File: config.mk
export PLATFORM = sky130hd
export DESIGN_NAME = t05_data_memory_ctrl
export DESIGN_NICKNAME = d
export VERILOG_FILES = /design/src/rtl/t05_data_memory_ctrl.sv
export SDC_FILE = /design/constraint.sdc
export NUM_CORES = 1
export LEC_CHECK = 0
export ABC_AREA = 1
export ABC_CLOCK_PERIOD_IN_PS = 4600
export BUFFER_PORTS_ARGS = -buffer_cell sky130_fd_sc_hd__buf_4
export CELL_PAD_IN_SITES_DETAIL_PLACEMENT = 0
export CELL_PAD_IN_SITES_GLOBAL_PLACEMENT = 1
export CORE_MARGIN = 8
export CORE_UTILIZATION = 45
export DETAILED_ROUTE_END_ITERATION = 8
export PLACE_DENSITY_LB_ADDON = 0.1
export SYNTH_ARGS = -nofsm -noshare
export SYNTH_HDL_FRONTEND = slang
export SYNTH_SLANG_ARGS = --single-unit
export TNS_END_PERCENT = 1
File: constraint.sdc
create_clock -name clk -period 4.6 [get_ports clk]
set_input_delay 0.46 -clock clk [delete_from_list [all_inputs] [get_ports clk]]
set_output_delay 0.46 -clock clk [all_outputs]
set_load 0.005 [all_outputs]
File: src/rtl/t05_data_memory_ctrl.sv
// t05_data_memory_ctrl
//   Data memory controller between the core's load/store stage and the shared
//   memory bus. Stores are posted into a small write buffer and the CPU is
//   released at once. Loads stall the CPU and are issued on the bus only once
//   every buffered store has drained, so a load always sees earlier stores.
//   A bus access that is not acknowledged within TIMEOUT cycles is abandoned
//   and signalled to the CPU with a one-cycle error pulse.
//
// Ports
//   clk, nrst                   clock (rising edge), async active-low reset
//   cpu_read_i / cpu_write_i    load / store request, held while cpu_stall_o
//   cpu_adr_i, cpu_wdata_i,
//   cpu_sel_i                   request address, store data, store byte lanes
//   cpu_rdata_o                 load data, valid in the response cycle and held
//   cpu_stall_o                 CPU must hold its request (combinational)
//   cpu_err_o                   one-cycle pulse when a bus access times out
//   bus_read_o / bus_write_o    bus strobes, never both high
//   bus_adr_o, bus_wdata_o,
//   bus_sel_o                   bus address, write data, byte enables
//   bus_rdata_i, bus_good_i     bus read data, access-complete handshake
//   wbuf_count_o                number of buffered stores
module t05_data_memory_ctrl #(
    parameter int DATA_W     = 32,
    parameter int ADDR_W     = 32,
    parameter int WBUF_DEPTH = 4,
    parameter int TIMEOUT    = 16
) (
    input  logic                          clk,
    input  logic                          nrst,
    input  logic                          cpu_read_i,
    input  logic                          cpu_write_i,
    input  logic [ADDR_W-1:0]             cpu_adr_i,
    input  logic [DATA_W-1:0]             cpu_wdata_i,
    input  logic [DATA_W/8-1:0]           cpu_sel_i,
    output logic [DATA_W-1:0]             cpu_rdata_o,
    output logic                          cpu_stall_o,
    output logic                          cpu_err_o,
    output logic                          bus_read_o,
    output logic                          bus_write_o,
    output logic [ADDR_W-1:0]             bus_adr_o,
    output logic [DATA_W-1:0]             bus_wdata_o,
    output logic [DATA_W/8-1:0]           bus_sel_o,
    input  logic [DATA_W-1:0]             bus_rdata_i,
    input  logic                          bus_good_i,
    output logic [$clog2(WBUF_DEPTH):0]   wbuf_count_o
);

    localparam int SEL_W  = DATA_W / 8;
    localparam int PTR_W  = $clog2(WBUF_DEPTH);
    localparam int CNT_W  = PTR_W + 1;
    localparam int TCNT_W = (TIMEOUT > 1) ? $clog2(TIMEOUT) : 1;
    localparam logic [TCNT_W-1:0] TLAST    = TCNT_W'((TIMEOUT > 0) ? TIMEOUT - 1 : 0);
    localparam logic [CNT_W-1:0]  FULL_CNT = CNT_W'(WBUF_DEPTH);

    typedef struct packed {
        logic [ADDR_W-1:0] adr;
        logic [DATA_W-1:0] wdata;
        logic [SEL_W-1:0]  sel;
    } wbuf_ent_t;

    typedef enum logic [1:0] {IDLE, WR, RD, RESP} state_t;

    state_t                       state;
    wbuf_ent_t [WBUF_DEPTH-1:0]   wbuf_mem;
    wbuf_ent_t                    head;
    logic [PTR_W-1:0]             wr_ptr;
    logic [PTR_W-1:0]             rd_ptr;
    logic [CNT_W-1:0]             wbuf_cnt;
    logic [TCNT_W-1:0]            tcnt;
    logic                         full;
    logic                         empty;
    logic                         push;
    logic                         pop;
    logic                         timeout_hit;

    // Full is taken from the registered count, so a store arriving in the
    // same cycle the bus retires an entry still waits one cycle.
    assign full         = (wbuf_cnt == FULL_CNT);
    assign empty        = (wbuf_cnt == '0);
    assign head         = wbuf_mem[rd_ptr];
    assign wbuf_count_o = wbuf_cnt;

    // A simultaneous load and store is served as a load only.
    assign push = cpu_write_i & ~cpu_read_i & ~full;

    // Last cycle the access may wait; the strobe drops at this edge.
    assign timeout_hit = (TIMEOUT > 0) && (tcnt == TLAST) && !bus_good_i;

    // Timed-out stores are popped too: the store is lost, the buffer moves on.
    assign pop = (state == WR) && (bus_good_i || timeout_hit);

    assign cpu_stall_o = (cpu_read_i & (state != RESP)) |
                         (cpu_write_i & ~cpu_read_i & full);

    // Buffer storage needs no reset: entries are only read below the count.
    always_ff @(posedge clk) begin
        if (push) wbuf_mem[wr_ptr] <= {cpu_adr_i, cpu_wdata_i, cpu_sel_i};
    end

    always_ff @(posedge clk or negedge nrst) begin
        if (!nrst) begin
            wr_ptr   <= '0;
            rd_ptr   <= '0;
            wbuf_cnt <= '0;
        end else begin
            if (push) wr_ptr <= wr_ptr + PTR_W'(1);
            if (pop)  rd_ptr <= rd_ptr + PTR_W'(1);
            case ({push, pop})
                2'b10:   wbuf_cnt <= wbuf_cnt + CNT_W'(1);
                2'b01:   wbuf_cnt <= wbuf_cnt - CNT_W'(1);
                default: wbuf_cnt <= wbuf_cnt;
            endcase
        end
    end

    always_ff @(posedge clk or negedge nrst) begin
        if (!nrst) begin
            state       <= IDLE;
            tcnt        <= '0;
            cpu_rdata_o <= '0;
            cpu_err_o   <= 1'b0;
            bus_read_o  <= 1'b0;
            bus_write_o <= 1'b0;
            bus_adr_o   <= '0;
            bus_wdata_o <= '0;
            bus_sel_o   <= '0;
        end else begin
            cpu_err_o <= 1'b0;
            case (state)
                IDLE: begin
                    // Draining stores first keeps loads ordered behind them.
                    if (!empty) begin
                        state       <= WR;
                        tcnt        <= '0;
                        bus_write_o <= 1'b1;
                        bus_adr_o   <= head.adr;
                        bus_wdata_o <= head.wdata;
                        bus_sel_o   <= head.sel;
                    end else if (cpu_read_i) begin
                        state      <= RD;
                        tcnt       <= '0;
                        bus_read_o <= 1'b1;
                        bus_adr_o  <= cpu_adr_i;
                        bus_sel_o  <= '1;
                    end
                end
                WR: begin
                    if (bus_good_i) begin
                        state       <= IDLE;
                        bus_write_o <= 1'b0;
                    end else if (timeout_hit) begin
                        state       <= IDLE;
                        bus_write_o <= 1'b0;
                        cpu_err_o   <= 1'b1;
                    end else begin
                        tcnt <= tcnt + TCNT_W'(1);
                    end
                end
                RD: begin
                    if (bus_good_i) begin
                        state       <= RESP;
                        bus_read_o  <= 1'b0;
                        cpu_rdata_o <= bus_rdata_i;
                    end else if (timeout_hit) begin
                        state       <= RESP;
                        bus_read_o  <= 1'b0;
                        cpu_rdata_o <= '0;
                        cpu_err_o   <= 1'b1;
                    end else begin
                        tcnt <= tcnt + TCNT_W'(1);
                    end
                end
                RESP:    state <= IDLE;
                default: state <= IDLE;
            endcase
        end
    end

endmodule
==> metrics.csv, run 1 <==
stage;metric;value;unit
outcome;outcome;finished, final reports clean;
floorplanning;Die Y;202.2;µm
grt;initial antenna violation count;1;
worst_setup_path;critical path class;flip-flop to flip-flop;
routing;Detail Route Antenna Nets;0;
pwr;switching part of the total;0.3455;
floorplanning;DIE AREA;40880;µm²
grt;pin count of the biggest net entering global routing;108;
worst_setup_path;crit-path max FO;37;
min_path;Worst Hold Class;primary input to asynchronous set/reset pin;
worst_setup_path;CP required;5.01;ns
layout;FILL cells;3034;
clock_network;CTS tree;built;
layout;Final Core Density;0.5505;
floorplanning;# rows;68;
logic_synthesis;post-synthesis cell area;15600;µm²
logic_synthesis;Synth Area per Inst;11.11;µm²
pwr;P per Cell Area;664.4;nW/µm²
layout;share of layout cells above drive strength 1;0.1873;
logic_synthesis;post-synthesis sequential area ratio;0.7097;
routing;Iteration-0 DRC Markers;657;
layout;Area Growth Syn to Fin;21.29;%
layout;Nets;1708;
floorplanning;DIE WIDTH;202.2;µm
routing;wl on met1;17350;µm
timing;max-slew violations;0;
clock_network;total clock sinks;388;
layout;Ant. Diodes;0;
timing;worst setup margin;1.682;ns
routing;DR WL met3;2178;µm
timing;Slew @ Worst Pin;1.157;ns
placed_design;Inst Count DP;2004;
timing;Final Hold Fails;0;
worst_setup_path;reg2reg setup slack;1.68;ns
clock_network;CTS Root Cell;clkbuf_16;
worst_setup_path;Worst R2R End;bus_adr_o[31];
clock_network;postcts setup bufs;0;
clock_network;clock buffer depth;3;
routing;final WL;37950;µm
clock_network;number of buffers created by CTS;41;
layout;commonest non-fill, non-tap cell in the layout;nand2_1;
placed_design;input/output buffers;211;
pwr;internal power;8228;µW
worst_setup_path;CP Launch Type;flip-flop;
timing;Final TNS setup;0;ns
worst_setup_path;CP top delay family;simple AND/OR/NAND/NOR gates;
worst_setup_path;CP endpoint kind;flip-flop;
worst_setup_path;CP cell instances;nor2_4 > nand3_2 > nand2_2 > inv_1 > nand3_1 > nand2_1;
clock_network;number of gates resized after CTS;0;
placed_design;Placement Setup Slack;1.708;ns
clock_network;H-tree levels;2;
job;max_cap viols;0;
grt;GRT Util Overall;0.1811;
timing;minimum clock period;2.918;ns
worst_setup_path;max incr delay on CP;1.05;ns
timing;relative slew slack;0.2287;
layout;FF/Latch Area;11080;µm²
timing;skew final;0.01018;ns
routing;vias;10570;
logic_synthesis;synthesized instance count;1404;
logic_synthesis;synthesized net count;1520;
logic_synthesis;share of the synthesized area in the top cell type;0.5236;
pwr;Logic pwr share;0.331;
placed_design;Post-DP Area;17500;µm²
routing;drt drc;0;
grt;first-pass GRT wire length;59420;µm
layout;Finished Layout Cells;2078;
pwr;peak supply drop;0.3844;mV
routing;Pre-Repair DR Iteration Count;5;
routing;DR vias/cell;5.084;
routing;met2 routed wirelength;17730;µm
worst_setup_path;Worst EP arrival;3.33;ns
clock_network;clock latency on the worst-skew pair;0.53;ns
placed_design;gpl congestion;0.7179;
grt;Overflow after GRT;0;
logic_synthesis;Synth cell types;25;
timing;Final Setup Violations;0;
logic_synthesis;Yosys reg bits;388;
floorplanning;I/O Pins;212;
pwr;Psw;4344;µW
clock_network;Hold Buf Count CTS;0;
layout;final instance area;18920;µm²
clock_network;clock-pin transition on the worst setup and hold timing paths;0.06;ns
pwr;Flop pwr share;0.395;
placed_design;Post-DP HPWL;21270;µm
floorplanning;core area;34370;µm²
worst_setup_path;FF-to-FF Start;wbuf_count_o[0];
worst_setup_path;slowest CP cell;nand2_2;
worst_setup_path;Buf/Inv on CP;1;
logic_synthesis;Area contributors post-synth;edfxtp_1, dfrtp_1, nand2_1;
routing;Avg WL per Cell;18.26;µm
timing;RSZ-0062 raised after global routing;no;
timing;Final period util;0.6344;
layout;most frequent cells in the layout;nand2_1, edfxtp_1, buf_4;
layout;area of the multi-input gates;3881;µm²
timing;maximum clock rate;342.7;MHz
pwr;Pleak;0.007925;µW
worst_setup_path;worst r2r path cells;6;
routing;highest routed metal layer;met5;
logic_synthesis;Yosys top cell by area;edfxtp_1;
grt;vias in the first global route;10280;
pwr;clock share of power;0.274;
logic_synthesis;YS warnings;0;
floorplanning;Initial Util;0.4538;
## cell families after synthesis
family | Yosys count | synth area share
xor gates and xnor gates | 3 | 0.001685
and+or+nand+nor | 653 | 0.1701
AOI/OAI and AO/OA | 202 | 0.06489
muxes | 1 | 0.0007218
buffers and inverters | 146 | 0.04363
DFF | 388 | 0.7097
adders and majority gates | 11 | 0.009304
## stage by stage
| stage | hold WS [ns] | total power [µW] |
|---|---|---|
| after global routing | 0.1159 | 13430 |
| after detailed placement | 0.4645 | 9287 |
| final | 0.06203 | 12570 |
| after global placement | 0.4581 | 9233 |
| after CTS | 0.07862 | 12760 |
| after floorplan | 0.1644 | 7591 |
## final cells by class
cell class / count / share of cell area
Tap cell: 455 / 0.03009
Clock inverter: 14 / 0.01210
Timing Repair Buffer: 227 / 0.09158
Multi-Input combinational cell: 870 / 0.2051
Clock buffer: 60 / 0.06288
Inverter: 64 / 0.01289
Sequential cell: 388 / 0.5853
## state kept, by name, summed over array words and instances, names as in the netlist
register	count
wbuf_mem	272
bus_adr_o	32
bus_wdata_o	32
cpu_rdata_o	32
bus_sel_o	4
tcnt	4
wbuf_count_o	3
rd_ptr	2
state	2
wr_ptr	2
bus_read_o	1
bus_write_o	1
cpu_err_o	1
## cells in the mapped netlist
master / n
a21oi_1: 62
buf_1: 2
buf_2: 40
buf_4: 10
buf_6: 6
clkbuf_1: 24
dfrtp_1: 116
edfxtp_1: 272
fa_1: 1
ha_1: 10
inv_1: 62
inv_2: 2
mux2_2: 1
nand2_1: 323
nand2_2: 2
nand3_1: 141
nand3_2: 2
nor2_1: 183
nor2_4: 1
nor3_1: 1
o21ai_0: 118
o21ai_1: 21
o22ai_1: 1
xnor2_1: 1
xor2_1: 2
## power groups by stage
stage | Sequential, µW | Clock (µW) | Combinational (µW)
floorplan | 4950 | 0 | 2640
global placement | 5020 | 0 | 4210
detailed placement | 5030 | 0 | 4260
CTS | 4970 | 3510 | 4280
global route | 5040 | 3640 | 4750
finish | 4960 | 3440 | 4170
## routing by layer
layer	global-route usage	vias up
li1	-	5127
met1	0.2526	5100
met2	0.2904	287
met3	0.03506	49
met4	0.04299	2
met5	0	-
## how the worst max path moves through the flow
stage | start | to | cells after the start
final | wbuf_count_o[0] | bus_adr_o[31] | 6
after global routing | rd_ptr[1] | bus_wdata_o[2] | 8
after CTS | rd_ptr[1] | bus_wdata_o[31] | 8
after detailed placement | rd_ptr[1] | bus_wdata_o[3] | 8
after global placement | cpu_read_i | bus_adr_o[30] | 7
after floorplan | wbuf_count_o[0] | wbuf_mem[0] | 4
(Power assumes the default switching activity.)
==> run 2: changes to the inputs <==
--- a/config.mk
+++ b/config.mk
@@ -6,12 +6,12 @@
 export NUM_CORES = 1
 export LEC_CHECK = 0
 export ABC_AREA = 1
-export ABC_CLOCK_PERIOD_IN_PS = 4600
+export ABC_CLOCK_PERIOD_IN_PS = 2400
 export BUFFER_PORTS_ARGS = -buffer_cell sky130_fd_sc_hd__buf_4
 export CELL_PAD_IN_SITES_DETAIL_PLACEMENT = 0
 export CELL_PAD_IN_SITES_GLOBAL_PLACEMENT = 1
 export CORE_MARGIN = 8
-export CORE_UTILIZATION = 45
+export CORE_UTILIZATION = 41
 export DETAILED_ROUTE_END_ITERATION = 8
 export PLACE_DENSITY_LB_ADDON = 0.1
 export SYNTH_ARGS = -nofsm -noshare
==> constraint.sdc (replaced) <==
create_clock -name clk -period 2.4 [get_ports clk]
set_input_delay 0.24 -clock clk [delete_from_list [all_inputs] [get_ports clk]]
set_output_delay 0.24 -clock clk [all_outputs]
set_load 0.005 [all_outputs]
==> metrics.csv, run 2 (synthesis gave the netlist of run 1 again) <==
stage;metric;value;unit;change
worst_setup_path;worst r2r path cells;10;;was 6
floorplanning;core area;37580;µm²;was 34370 µm²
grt;initial antenna violation count;3;;was 1
clock_network;postcts setup bufs;0;;unchanged
routing;DR WL met3;2137;µm;was 2178 µm
layout;commonest non-fill, non-tap cell in the layout;nand2_1;;unchanged
layout;register with the most flip-flops;wbuf_mem;;unchanged
worst_setup_path;Worst R2R End;wbuf_count_o[2];;was bus_adr_o[31]
timing;minimum clock period;2.213;ns;was 2.918 ns
clock_network;Hold Buf Count CTS;101;;was 0
routing;met2 routed wirelength;18690;µm;was 17730 µm
grt;vias in the first global route;11100;;was 10280
clock_network;H-tree levels;2;;unchanged
routing;highest routed metal layer;met5;;unchanged
worst_setup_path;CP Launch Type;flip-flop;;unchanged
routing;DR vias/cell;4.818;;was 5.084
worst_setup_path;FF-to-FF Start;tcnt[0];;was wbuf_count_o[0]
timing;relative slew slack;0.5544;;was 0.2287
layout;max reg flops;272;;unchanged
pwr;peak supply drop;0.5908;mV;was 0.3844 mV
grt;first-pass GRT wire length;62590;µm;was 59420 µm
clock_network;CTS Root Cell;clkbuf_16;;unchanged
worst_setup_path;slowest CP cell;dfrtp_1;;was nand2_2
worst_setup_path;Worst EP arrival;2.63;ns;was 3.33 ns
pwr;P per Cell Area;1197;nW/µm²;was 664.4 nW/µm²
clock_network;number of buffers created by CTS;43;;was 41
pwr;Flop pwr share;0.389;;was 0.395
placed_design;Placement Setup Slack;0.2030;ns;was 1.708 ns
worst_setup_path;CP endpoint kind;flip-flop;;unchanged
grt;pin count of the biggest net entering global routing;138;;was 108
worst_setup_path;max incr delay on CP;0.40;ns;was 1.05 ns
timing;Final Setup Violations;0;;unchanged
timing;Final period util;0.9222;;was 0.6344
floorplanning;DIE WIDTH;211.1;µm;was 202.2 µm
min_path;worst hold path depth;5;;
worst_setup_path;critical path class;flip-flop to flip-flop;;unchanged
floorplanning;Die Y;211.1;µm;was 202.2 µm
timing;Slew @ Worst Pin;0.6685;ns;was 1.157 ns
timing;maximum clock rate;451.8;MHz;was 342.7 MHz
routing;Pre-Repair DR Iteration Count;5;;unchanged
job;max_cap viols;0;;unchanged
floorplanning;# rows;71;;was 68
timing;worst setup margin;0.1868;ns;was 1.682 ns
pwr;switching part of the total;0.3481;;was 0.3455
pwr;clock share of power;0.259;;was 0.274
routing;Iteration-0 DRC Markers;801;;was 657
worst_setup_path;reg2reg setup slack;0.19;ns;was 1.68 ns
placed_design;Post-DP HPWL;22560;µm;was 21270 µm
routing;Avg WL per Cell;17.41;µm;was 18.26 µm
routing;vias;10880;;was 10570
clock_network;clock buffer depth;3;;unchanged
placed_design;input/output buffers;211;;unchanged
timing;Final TNS setup;0;ns;unchanged
clock_network;clock-pin transition on the worst setup and hold timing paths;0.06;ns;about the same
clock_network;CTS tree;built;;unchanged
routing;Detail Route Antenna Nets;0;;unchanged
grt;GRT Util Overall;0.1767;;was 0.1811
worst_setup_path;CP required;2.82;ns;was 5.01 ns
min_path;Hold Path End;bus_read_o;;
pwr;Logic pwr share;0.352;;was 0.331
pwr;Pleak;0.008436;µW;was 0.007925 µW
grt;Overflow after GRT;0;;unchanged
placed_design;gpl congestion;0.7329;;was 0.7179
timing;max-slew violations;0;;unchanged
layout;Area Growth Syn to Fin;29.44;%;was 21.29%
clock_network;number of gates resized after CTS;0;;unchanged
routing;drt drc;0;;unchanged
timing;skew final;0.02170;ns;was 0.01018 ns
min_path;min-delay src;cpu_read_i;;
routing;wl on met1;17750;µm;was 17350 µm
floorplanning;Initial Util;0.4151;;was 0.4538
routing;final WL;39310;µm;was 37950 µm
worst_setup_path;crit-path max FO;4;;was 37
layout;most frequent cells in the layout;nand2_1, edfxtp_1, buf_4;;unchanged
pwr;internal power;15760;µW;was 8228 µW
clock_network;clock latency on the worst-skew pair;0.56;ns;was 0.53 ns
layout;FILL cells;3328;;was 3034
timing;Final Hold Fails;0;;unchanged
worst_setup_path;CP cell instances;ha_1 > nand3_1 > nand2_1 > nand2_1 > inv_1 > ha_1 > fa_1 > a21oi_1 > o21ai_0 > xor2_1;;was nor2_4 > nand3_2 > nand2_2 > inv_1 > nand3_1 > nand2_1
floorplanning;I/O Pins;212;;unchanged
layout;share of layout cells above drive strength 1;0.1811;;was 0.1873
floorplanning;DIE AREA;44550;µm²;was 40880 µm²
clock_network;total clock sinks;388;;unchanged
timing;RSZ-0062 raised after global routing;no;;unchanged
min_path;Worst Hold Class;primary input to flip-flop;;was primary input to asynchronous set/reset pin
layout;Nets;1827;;was 1708
timing;worst hold slack;0.06641;ns;was 0.06203 ns
outcome;outcome;finished, final reports clean;;unchanged
pwr;Psw;8413;µW;was 4344 µW
[run 2: changes by cell type in the layout (fill, tap and decap cells not counted), sizes merged]
cell | before | now
clkinvlp | 1 | 0
bufinv | 6 | 1
diode | 0 | 2
dlygate4sd3 | 0 | 101
clkinv | 7 | 10
clkbuf | 60 | 68
buf | 227 | 243
[run 2: final cells by class]
class / instances / area, µm² / share of cell area
Antenna cell: 2 / 5.005 / 0.0002478
Clock buffer: 68 / 1271 / 0.06295
Clock inverter: 11 / 87.58 / 0.004337
Inverter: 64 / 244.0 / 0.01208
Multi-Input combinational cell: 870 / 3881 / 0.1922
Sequential cell: 388 / 11080 / 0.5485
Tap cell: 511 / 639.4 / 0.03166
Timing Repair Buffer: 344 / 2989 / 0.1480
[run 2: worst max path at each step]
stage | start | end | cells after the start | slack (ns)
after floorplan | wbuf_count_o[0] | wbuf_mem[0] | 4 | -0.63
after global placement | tcnt[0] | wbuf_count_o[2] | 10 | 0.18
after detailed placement | tcnt[0] | wbuf_count_o[2] | 10 | 0.20
after CTS | tcnt[0] | wbuf_count_o[2] | 10 | 0.18
after global routing | tcnt[0] | wbuf_count_o[2] | 10 | 0.03
final | tcnt[0] | wbuf_count_o[2] | 10 | 0.19
[run 2: metal layers]
| layer | vias to the layer above | global-route usage |
|---|---|---|
| li1 | 5376 | - |
| met1 | 5176 | 0.2347 |
| met2 | 268 | 0.2900 |
| met3 | 57 | 0.04006 |
| met4 | 2 | 0.04633 |
| met5 | - | 0 |
[run 2: power groups by stage]
stage | Sequential [µW] | Combinational, µW | Clock (µW)
floorplan | 9460 | 5080 | 0
CTS | 9420 | 8760 | 6480
global placement | 9510 | 8510 | 0
finish | 9390 | 8510 | 6270
global route | 9540 | 9700 | 6780
detailed placement | 9540 | 8580 | 0
[run 2: metrics by stage]
step / total power [µW] / instance area, µm² / utilization / instances
6_report: 24170 / 20190 / 0.5374 / 2258
5_1_grt: 26010 / 20190 / 0.5374 / 2258
4_1_cts: 24660 / 20190 / 0.5372 / 2256
3_5_place_dp: 18120 / 17820 / 0.4742 / 2076
3_3_place_gp: 18020 / 17820 / 0.4742 / 2076
2_1_floorplan: 14530 / 15610 / - / 1404
[run 2: critical path, delay by kind of cell, from the launching register on]
| family | cells | cell delay, ns |
|---|---|---|
| xor+xnor | 1 | 0.15 |
| fa+ha+maj | 3 | 0.82 |
| simple gates | 3 | 0.37 |
| flops | 1 | 0.40 |
| compound gates | 2 | 0.26 |
| buf+inv | 1 | 0.07 |
==> run 3: changes to the inputs <==
--- a/config.mk
+++ b/config.mk
@@ -10,8 +10,10 @@
 export BUFFER_PORTS_ARGS = -buffer_cell sky130_fd_sc_hd__buf_4
 export CELL_PAD_IN_SITES_DETAIL_PLACEMENT = 0
 export CELL_PAD_IN_SITES_GLOBAL_PLACEMENT = 1
+export CORE_ASPECT_RATIO = 0.5
 export CORE_MARGIN = 8
-export CORE_UTILIZATION = 41
+export CORE_UTILIZATION = 43
+export CTS_BUF_LIST = sky130_fd_sc_hd__clkbuf_4
 export DETAILED_ROUTE_END_ITERATION = 8
 export PLACE_DENSITY_LB_ADDON = 0.1
 export SYNTH_ARGS = -nofsm -noshare
==> metrics.csv, run 3 (synthesis gave the netlist of run 1 again) <==
stage;metric;value;unit;change
routing;Avg WL per Cell;17.29;µm;was 17.41 µm
worst_setup_path;CP endpoint kind;flip-flop;;unchanged
layout;final instance area;20450;µm²;was 20190 µm²
clock_network;total clock sinks;388;;unchanged
layout;Area Growth Syn to Fin;31.12;%;was 29.44%
timing;Final period util;0.9185;;was 0.9222
clock_network;CTS Root Cell;clkbuf_4;;was clkbuf_16
routing;Pre-Repair DR Iteration Count;6;;was 5
worst_setup_path;critical path class;flip-flop to flip-flop;;unchanged
outcome;outcome;finished, final reports clean;;unchanged
routing;final WL;40780;µm;was 39310 µm
clock_network;number of buffers created by CTS;91;;was 43
placed_design;Post-DP HPWL;22750;µm;was 22560 µm
layout;max reg flops;272;;unchanged
timing;minimum clock period;2.204;ns;was 2.213 ns
routing;DR vias/cell;4.894;;was 4.818
layout;Finished Layout Cells;2358;;was 2258
worst_setup_path;most common cell type on the critical path;ha_1;;
clock_network;clock-pin transition on the worst setup and hold timing paths;0.07;ns;was 0.06 ns
timing;maximum clock rate;453.6;MHz;was 451.8 MHz
floorplanning;DIE WIDTH;285.4;µm;was 211.1 µm
grt;initial antenna violation count;1;;was 3
floorplanning;# rows;49;;was 71
worst_setup_path;max incr delay on CP;0.41;ns;was 0.40 ns
layout;most frequent cells in the layout;nand2_1, edfxtp_1, buf_4;;unchanged
layout;Nets;1912;;was 1827
clock_network;CTS tree;built;;unchanged
worst_setup_path;worst r2r path cells;10;;unchanged
pwr;peak supply drop;0.7987;mV;was 0.5908 mV
worst_setup_path;Worst EP arrival;2.83;ns;was 2.63 ns
worst_setup_path;FF-to-FF Start;tcnt[0];;unchanged
placed_design;Post-DP Area;17780;µm²;was 17820 µm²
timing;Final Hold Fails;0;;unchanged
grt;GRT Util Overall;0.1883;;was 0.1767
worst_setup_path;slowest CP cell;dfrtp_1;;unchanged
timing;worst hold slack;0.1208;ns;was 0.06641 ns
min_path;Worst Hold Class;primary input to asynchronous set/reset pin;;was primary input to flip-flop
timing;max-slew violations;0;;unchanged
routing;Detail Route Antenna Nets;0;;unchanged
worst_setup_path;CP required;3.02;ns;was 2.82 ns
grt;vias in the first global route;11970;;was 11100
grt;pin count of the biggest net entering global routing;138;;unchanged
pwr;P per Cell Area;1164;nW/µm²;was 1197 nW/µm²
worst_setup_path;crit-path max FO;4;;unchanged
clock_network;clock latency on the worst-skew pair;0.75;ns;was 0.56 ns
timing;skew final;0.02730;ns;was 0.02170 ns
job;max_cap viols;0;;unchanged
worst_setup_path;Worst R2R End;wbuf_count_o[2];;unchanged
grt;Overflow after GRT;0;;unchanged
floorplanning;core area;35800;µm²;was 37580 µm²
floorplanning;Initial Util;0.4357;;was 0.4151
worst_setup_path;reg2reg setup slack;0.20;ns;was 0.19 ns
floorplanning;I/O Pins;212;;unchanged
layout;register with the most flip-flops;wbuf_mem;;unchanged
clock_network;H-tree levels;3;;was 2
worst_setup_path;CP cell instances;ha_1 > nand3_1 > nand2_1 > nand2_2 > inv_1 > ha_1 > fa_1 > a21oi_1 > o21ai_0 > xor2_1;;was ha_1 > nand3_1 > nand2_1 > nand2_1 > inv_1 > ha_1 > fa_1 > a21oi_1 > o21ai_0 > xor2_1
routing;vias;11540;;was 10880
floorplanning;Die Y;150.7;µm;was 211.1 µm
timing;relative slew slack;0.5162;;was 0.5544
placed_design;input/output buffers;211;;unchanged
worst_setup_path;CP top delay family;adder cells;;unchanged
routing;Iteration-0 DRC Markers;604;;was 801
layout;commonest non-fill, non-tap cell in the layout;nand2_1;;unchanged
routing;drt drc;0;;unchanged
layout;share of layout cells above drive strength 1;0.2189;;was 0.1811
placed_design;Inst Count DP;2049;;was 2076
clock_network;clock buffer depth;3;;unchanged
floorplanning;DIE AREA;43000;µm²;was 44550 µm²
layout;Final Core Density;0.5713;;was 0.5374
timing;RSZ-0062 raised after global routing;no;;unchanged
worst_setup_path;CP Launch Type;flip-flop;;unchanged
grt;first-pass GRT wire length;64050;µm;was 62590 µm
timing;Slew @ Worst Pin;0.7257;ns;was 0.6685 ns
timing;Final Setup Violations;0;;unchanged
pwr;total power;23800;µW;was 24170 µW
pwr;Pleak;0.008597;µW;was 0.008436 µW
placed_design;gpl congestion;0.7488;;was 0.7329
worst_setup_path;Buf/Inv on CP;1;;unchanged
## run 3: changes by cell type in the layout (fill, tap and decap cells not counted), moves of 3 or more
cell           change
clkbuf_4         +141
clkinv_1          +16
dlygate4sd3_1     +36
clkbuf_1          -16
clkbuf_8           -8
clkbuf_16         -44
bufinv_16          +3
## run 3: metal layers
layer	up-vias	wire length (µm)	part of all wire	track usage
met5	-	0	0	0
met1	5590	17500	0.43	0.2327
met2	259	20420	0.50	0.3240
li1	5620	-	-	-
met4	0	928	0.023	0.06799
met3	72	1930	0.047	0.04430
## run 3: worst max path at each step
stage	depth (start not counted)	startpoint	endpoint
6_report	10	tcnt[0]	wbuf_count_o[2]
5_1_grt	10	tcnt[0]	wbuf_count_o[2]
4_1_cts	10	tcnt[0]	wbuf_count_o[2]
3_5_place_dp	10	tcnt[0]	wbuf_count_o[2]
3_3_place_gp	10	tcnt[0]	wbuf_count_o[2]
2_1_floorplan	4	wbuf_count_o[0]	wbuf_mem[0]
## run 3: what timing repair did
item,in CTS,in global routing
gates resized for setup,0,1
hold buffers,138,0
setup endpoints to repair,0,1
buffers inserted,0,0
endpoints found under the hold margin,464,0
## run 3: area by class of cell
class,count,area [µm²]
clock inverters,29,216.5
multi-input cells,870,3886
fillers,3069,15350
inverters,64,245.2
diodes,1,2.502
repair buffers,381,3364
clock buffers,141,1059
well taps,484,605.6
flip-flops and latches,388,11080
## run 3: tightest hold or removal path: stages
cell and delay (ns):
dlygate4sd3_1 0.54, buf_6 0.19, buf_12 0.26
## run 3: metrics by stage
stage / TNS, ns / setup slack (ns)
final: 0 / 0.1955
after global routing: 0 / 0.01044
after CTS: 0 / 0.1651
after detailed placement: 0 / 0.1923
after global placement: 0 / 0.1757
after floorplan: -170.08 / -0.6253
## run 3: power breakdown
part           internal (µW)  switching [µW]
clock network           3110            2610
registers               8680             699
logic                   3420            5280
total                  15200            8590
